<file path="src/rtl/div_ctrl.sv">
`default_nettype none
// ============================================================================
//  Module   : div_ctrl
//  Purpose  : Sequencer for the multi-cycle HI/LO divide (DIV / DIVU) issued
//             from the execute stage. Drives a radix-2 restoring
//             shift-subtract datapath, one quotient bit per clock. It raises
//             the pipeline divide stall and returns {remainder, quotient}.
//             It also handles divide-by-zero, signed correction and E-stage
//             flush (annul).
//
//  Ports    : clk       rising-edge clock
//             rst       synchronous, active-high reset
//             start     divide instruction present in E stage (held while
//                       the pipeline is stalled)
//             sign      1 = DIV (signed), 0 = DIVU
//             opa       dividend (rs), WIDTH bits
//             opb       divisor  (rt), WIDTH bits
//             annul     E-stage flush; aborts any operation in flight
//             divstart  stall request to the hazard unit (combinational)
//             ready     result valid this cycle
//             result    {remainder (HI), quotient (LO)}, 2*WIDTH bits
//             divzero   current result came from a zero divisor
//
//  Options  : `define DIV_EARLY_TERM_EN to finish in one cycle when
//             |opa| < |opb|. The result is then {opa, 0}. Without the
//             macro, every non-zero divide runs all WIDTH iterations.
//
//  Revision : 1.0  initial release
// ============================================================================
module div_ctrl #(
    parameter int WIDTH = 32
) (
    input  logic                 clk,
    input  logic                 rst,
    input  logic                 start,
    input  logic                 sign,
    input  logic [WIDTH-1:0]     opa,
    input  logic [WIDTH-1:0]     opb,
    input  logic                 annul,
    output logic                 divstart,
    output logic                 ready,
    output logic [2*WIDTH-1:0]   result,
    output logic                 divzero
);

    // ------------------------------------------------------------------------
    // Constants
    // ------------------------------------------------------------------------
    localparam int                 c_CNT_W    = $clog2(WIDTH) + 1;
    localparam logic [c_CNT_W-1:0] c_CNT_ONE  = c_CNT_W'(1);
    localparam logic [c_CNT_W-1:0] c_CNT_LAST = c_CNT_W'(WIDTH - 1);

    localparam logic [1:0] c_IDLE  = 2'd0;
    localparam logic [1:0] c_DZERO = 2'd1;
    localparam logic [1:0] c_ON    = 2'd2;
    localparam logic [1:0] c_END   = 2'd3;

    // ------------------------------------------------------------------------
    // Registers
    // ------------------------------------------------------------------------
    logic [1:0]           r_state;
    logic [1:0]           w_state_nxt;
    logic [c_CNT_W-1:0]   r_cnt;
    logic [WIDTH-1:0]     r_rem;       // partial remainder
    logic [WIDTH-1:0]     r_quo;       // dividend shifting out / quotient shifting in
    logic [WIDTH-1:0]     r_dvsr;      // divisor magnitude
    logic                 r_sa;        // dividend was negative (signed op only)
    logic                 r_sb;        // divisor was negative (signed op only)
    logic                 r_sgn;       // operation is signed
    logic [2*WIDTH-1:0]   r_result;
    logic                 r_divzero;

    // ------------------------------------------------------------------------
    // Operand conditioning (issue cycle)
    // ------------------------------------------------------------------------
    logic                 w_opb_zero;
    logic                 w_neg_a;
    logic                 w_neg_b;
    logic [WIDTH-1:0]     w_abs_a;
    logic [WIDTH-1:0]     w_abs_b;
    logic                 w_early;

    assign w_opb_zero = (opb == '0);
    assign w_neg_a    = sign & opa[WIDTH-1];
    assign w_neg_b    = sign & opb[WIDTH-1];
    // The most negative value negates to itself. Read as unsigned, that is
    // still the correct magnitude.
    assign w_abs_a    = w_neg_a ? -opa : opa;
    assign w_abs_b    = w_neg_b ? -opb : opb;

`ifdef DIV_EARLY_TERM_EN
    // Quotient is zero and remainder is the raw dividend; no iterations needed.
    assign w_early = (w_abs_a < w_abs_b);
`else
    assign w_early = 1'b0;
`endif

    // ------------------------------------------------------------------------
    // One restoring iteration
    // ------------------------------------------------------------------------
    logic [WIDTH:0]       w_rem_sh;
    logic [WIDTH:0]       w_trial;
    logic                 w_borrow;
    logic [WIDTH-1:0]     w_rem_nxt;
    logic [WIDTH-1:0]     w_quo_nxt;
    logic [WIDTH-1:0]     w_rem_fix;
    logic [WIDTH-1:0]     w_quo_fix;

    // The partial remainder is always below the divisor. So the shifted
    // remainder is below 2*divisor, and WIDTH+1 bits hold the trial
    // difference. When the trial goes negative, its top bit is set.
    assign w_rem_sh  = {r_rem, r_quo[WIDTH-1]};
    assign w_trial   = w_rem_sh - {1'b0, r_dvsr};
    assign w_borrow  = w_trial[WIDTH];
    assign w_rem_nxt = w_borrow ? w_rem_sh[WIDTH-1:0] : w_trial[WIDTH-1:0];
    assign w_quo_nxt = {r_quo[WIDTH-2:0], ~w_borrow};

    // Sign correction on the final iteration's values. The quotient follows
    // the XOR of the operand signs. The remainder follows the dividend.
    assign w_quo_fix = (r_sgn & (r_sa ^ r_sb)) ? -w_quo_nxt : w_quo_nxt;
    assign w_rem_fix = (r_sgn & r_sa)          ? -w_rem_nxt : w_rem_nxt;

    // ------------------------------------------------------------------------
    // FSM: state register
    // ------------------------------------------------------------------------
    always_ff @(posedge clk) begin
        if (rst) begin
            r_state <= c_IDLE;
        end else begin
            r_state <= w_state_nxt;
        end
    end

    // ------------------------------------------------------------------------
    // FSM: next-state logic
    // ------------------------------------------------------------------------
    always_comb begin
        w_state_nxt = r_state;
        if (annul) begin
            // Flush wins over everything except reset.
            w_state_nxt = c_IDLE;
        end else begin
            case (r_state)
                c_IDLE: begin
                    if (start) begin
                        if (w_opb_zero) begin
                            w_state_nxt = c_DZERO;
                        end else if (w_early) begin
                            w_state_nxt = c_END;
                        end else begin
                            w_state_nxt = c_ON;
                        end
                    end
                end
                c_DZERO: begin
                    w_state_nxt = c_END;
                end
                c_ON: begin
                    if (r_cnt == c_CNT_LAST) begin
                        w_state_nxt = c_END;
                    end
                end
                c_END: begin
                    // Stay while the pipeline still presents the same divide,
                    // so it is not issued twice.
                    if (!start) begin
                        w_state_nxt = c_IDLE;
                    end
                end
                default: begin
                    w_state_nxt = c_IDLE;
                end
            endcase
        end
    end

    // ------------------------------------------------------------------------
    // FSM: outputs
    // ------------------------------------------------------------------------
    always_comb begin
        divstart = 1'b0;
        ready    = 1'b0;
        // Combinational so that the stall already covers the issue cycle.
        divstart = start & ~annul & (r_state != c_END);
        ready    = (r_state == c_END);
    end

    // ------------------------------------------------------------------------
    // Datapath registers
    // ------------------------------------------------------------------------
    always_ff @(posedge clk) begin
        if (rst) begin
            r_cnt     <= '0;
            r_rem     <= '0;
            r_quo     <= '0;
            r_dvsr    <= '0;
            r_sa      <= 1'b0;
            r_sb      <= 1'b0;
            r_sgn     <= 1'b0;
            r_result  <= '0;
            r_divzero <= 1'b0;
        end else if (!annul) begin
            case (r_state)
                c_IDLE: begin
                    if (start) begin
                        if (w_opb_zero) begin
                            // Park the raw dividend. It becomes the HI value.
                            r_rem <= opa;
                        end else if (w_early) begin
                            r_result  <= {opa, {WIDTH{1'b0}}};
                            r_divzero <= 1'b0;
                        end else begin
                            r_rem  <= '0;
                            r_quo  <= w_abs_a;
                            r_dvsr <= w_abs_b;
                            r_sa   <= w_neg_a;
                            r_sb   <= w_neg_b;
                            r_sgn  <= sign;
                            r_cnt  <= '0;
                        end
                    end
                end
                c_DZERO: begin
                    // No sign correction for a zero divisor.
                    r_result  <= {r_rem, {WIDTH{1'b1}}};
                    r_divzero <= 1'b1;
                end
                c_ON: begin
                    r_rem <= w_rem_nxt;
                    r_quo <= w_quo_nxt;
                    r_cnt <= r_cnt + c_CNT_ONE;
                    if (r_cnt == c_CNT_LAST) begin
                        r_result  <= {w_rem_fix, w_quo_fix};
                        r_divzero <= 1'b0;
                    end
                end
                default: begin
                end
            endcase
        end
    end

    assign result  = r_result;
    assign divzero = r_divzero;

endmodule
`default_nettype wire

</file>
<file path="config.mk">
export PLATFORM = sky130hd
export DESIGN_NAME = div_ctrl
export DESIGN_NICKNAME = d
export VERILOG_FILES = /design/src/rtl/div_ctrl.sv
export SDC_FILE = /design/constraint.sdc
export NUM_CORES = 1
export LEC_CHECK = 0
export ABC_CLOCK_PERIOD_IN_PS = 12600
export CAP_MARGIN = 15
export CORE_ASPECT_RATIO = 1.5
export CORE_MARGIN = 8
export CORE_UTILIZATION = 30
export DETAILED_ROUTE_END_ITERATION = 6
export GPL_TIMING_DRIVEN = 0
export PLACE_DENSITY = 0.49
export SLEW_MARGIN = 25
export SYNTH_ARGS = -nofsm -noshare
export SYNTH_HDL_FRONTEND = slang
export SYNTH_SLANG_ARGS = --single-unit
</file>
<file path="constraint.sdc">
create_clock -name clk -period 12.6 [get_ports clk]
set_input_delay 2.52 -clock clk [delete_from_list [all_inputs] [get_ports clk]]
set_output_delay 2.52 -clock clk [all_outputs]
set_load 0.01 [all_outputs]
</file>
==> results.json <==
{
  "ant_nets": 0,
  "drt_pass1_iterations": 6,
  "layout-area-overhead-vs-synth_pct": 21.2,
  "cts_buffer_depth": 2,
  "post-route-period-util": 0.516,
  "place.detailed.hpwl_mm": 43.2,
  "worst_slew_pin_slew_ps": 1050,
  "yosys_register_bits": 172,
  "data_arrival_time_at_the_worst_slack_endpoint_ps": 3980,
  "holdCritStartpoint": "r_dvsr[30]",
  "synth.yosys.seq_area_share": 0.274,
  "crit-reg2reg-launch": "r_quo[31]",
  "die_h_um": 266,
  "critPathCaptureType": "output port",
  "antenna_cells_inserted": 0,
  "netlist_area_mm2": 0.0125,
  "initial_antenna_violation_count": 0,
  "critical_path_peak_fanout": 5,
  "classification_of_the_worst_slack_hold_path": "reg -> reg",
  "worst_path_setup_slack_after_routing_ps": 6100,
  "totalPowerFinal_uw": 2050,
  "max_freq_mhz": 154,
  "yosysUniqueCellTypes": 85,
  "slew_headroom": 0.301,
  "cp_cell_sequence": "clkdlybuf4s50_1 -> nor3b_1 -> clkdlybuf4s50_1",
  "clock_skew_after_layout_ps": 15.6,
  "holdBufCountCts": 0,
  "drv.max_cap_violation_count": 0,
  "critical_path.max_stage_delay_ps": 660,
  "routedWlPerCell_um": 21.8,
  "report.final.hold_viol_count": 0,
  "drtIter0Drc": 1038,
  "cts_buffers": 17,
  "globalplace.congestion": 0.942,
  "cp-start-kind": "input port",
  "cts_tree": "done",
  "root_buffer": "sky130_fd_sc_hd__clkbuf_16",
  "detailedPlace.worstSlack_ps": 5850,
  "mostFrequentLayoutCell": "sky130_fd_sc_hd__nor2_1",
  "launch_point_of_the_worst_path": "start",
  "worstSetupPathType": "in -> out",
  "grtUsageTotal": 0.213,
  "mappedNetlistNets": 1806,
  "number_of_enable_flip_flop_cells_after_synthesis": 0,
  "port_buffers": 133,
  "synth.avg_cell_area_um2": 7.40,
  "grt_max_degree": 17,
  "run_status": "completed",
  "detail_route.vias_per_cell": 5.46,
  "finalMaxSlewViolations": 0,
  "critPathSlowestCell": "sky130_fd_sc_hd__clkdlybuf4s50_1",
  "first_pass_grt_wire_length_mm": 78.7,
  "yosys_most_used_dff": "sky130_fd_sc_hd__dfxtp_1",
  "required_ps": 10080,
  "clk_pin_slew_ps": 70,
  "final_net_count": 1959,
  "synth-async-reset-ratio": 0,
  "fin_tns_setup_ps": 0,
  "placementRows": 92,
  "post_layout_minimum_cycle_time_ps": 6500,
  "gr-total-overflow": 0,
  "power_per_cell_area_mw_per_mm2": 135,
  "route.vias.total": 13300,
  "first_global_vias": 13100,
  "power_leakage_uw": 0.00526,
  "final_cell_mix": "sky130_fd_sc_hd__nor2_1 (225), sky130_fd_sc_hd__nand2_1 (197), sky130_fd_sc_hd__dfxtp_1 (172), sky130_fd_sc_hd__a21oi_1 (153), sky130_fd_sc_hd__clkdlybuf4s50_1 (133)",
  "ff2ff_setup_slack_ps": 6100,
  "cts.repair.resized": 0,
  "cts_setup_buffers": 0,
  "cpMostUsedCell": "sky130_fd_sc_hd__clkdlybuf4s50_1",
  "cts.sinks": 172,
  "route.final.wire_length_mm": 52.8,
  "clock_latency_ps": 470,
  "core_area_mm2": 0.0417,
  "drive_gt1_frac": 0.0526,
  "power.ir.vdd_worst_mv": 0.106,
  "design.die.area_mm2": 0.0488,
  "start_util": 0.301,
  "rsz0062_at_grt": "no",
  "num_io_pins": 136,
  "final-setup-viol-count": 0,
  "cts-htree-levels": 4,
  "drc": 0,
  "yosysWarningCount": 0,
  "postSynthCellCount": 1696,
  "floorplan.die.width_um": 183
}
## power breakdown
part	total, uW	switching [uW]	leakage (uW)	internal, uW
registers	619	39.4	0.00140	580
logic	872	555	0.00358	317
clock network	559	264	0.000271	295
total	2050	858	0.00526	1190
## path summary, 6_finish.rpt
| path | endpoint | depth (start not counted) |
|---|---|---|
| setup reg to reg | result[60] | 24 |
| setup / recovery | divstart | 3 |
| hold reg to reg | r_dvsr[30] | 2 |
| hold / removal | r_dvsr[30] | 2 |
## cells by family (layout without fill, tap and decap cells)
kind of cell / after synthesis / count (layout) / share of synthesized area
AOI/OAI and AO/OA: 511 / 511 / 0.272
buffers and inverters: 177 / 343 / 0.0584
xor gates and xnor gates: 132 / 132 / 0.0922
adders and majority gates: 41 / 41 / 0.0415
DFF: 172 / 172 / 0.274
muxes: 30 / 30 / 0.0243
and+or+nand+nor: 633 / 633 / 0.237
## synth_stat cells, types with 37 or more instances
master | count | share of area
sky130_fd_sc_hd__nor3_1 | 37 | 0.015
sky130_fd_sc_hd__xnor2_1 | 69 | 0.048
sky130_fd_sc_hd__clkbuf_1 | 90 | 0.027
sky130_fd_sc_hd__o21ai_0 | 83 | 0.033
sky130_fd_sc_hd__nor2_1 | 226 | 0.068
sky130_fd_sc_hd__dfxtp_1 | 172 | 0.27
sky130_fd_sc_hd__ha_1 | 40 | 0.040
sky130_fd_sc_hd__xor2_1 | 63 | 0.044
sky130_fd_sc_hd__a21oi_1 | 153 | 0.061
sky130_fd_sc_hd__inv_1 | 54 | 0.016
sky130_fd_sc_hd__nand2_1 | 197 | 0.059
sky130_fd_sc_hd__a211oi_1 | 82 | 0.049
## layer usage
layer | GRT usage | share of wire | up-vias
met3 | 0.0242 | 0.048 | 147
met5 | 0 | 0 | -
li1 | - | - | 6435
met2 | 0.402 | 0.52 | 491
met4 | 0.139 | 0.064 | 0
met1 | 0.219 | 0.37 | 6179
## registers in the layout (all words and copies together) (netlist names)
register and cells:
r_cnt 6, r_rem 32, divzero 1, r_state 2, r_sb 1, r_dvsr 32, result 64, r_sgn 1
r_quo 32, r_sa 1
## critical path, delay by kind of cell
kind          cells  cell delay, ps
simple gates      1             230
buf+inv           2            1230
## metrics by stage
step           hold slack (ps)  area [um^2]  instances  utilization
2_1_floorplan              432        12500       1696            -
5_1_grt                    484        15200       2426        0.365
3_5_place_dp               451        14600       2394        0.351
6_report                   459        15200       2426        0.365
4_1_cts                    461        15200       2426        0.365
3_3_place_gp               443        14600       2393        0.350
## area by class of cell
class | count | area (um^2)
buffer | 122 | 527
inverter | 55 | 206
fill | 4534 | 26500
tap | 564 | 706
timing repair buffer | 134 | 1340
multi-input combinational | 1347 | 8390
sequential | 172 | 3440
clock inverter | 15 | 161
clock buffer | 17 | 425
(Power assumes the default switching activity.)
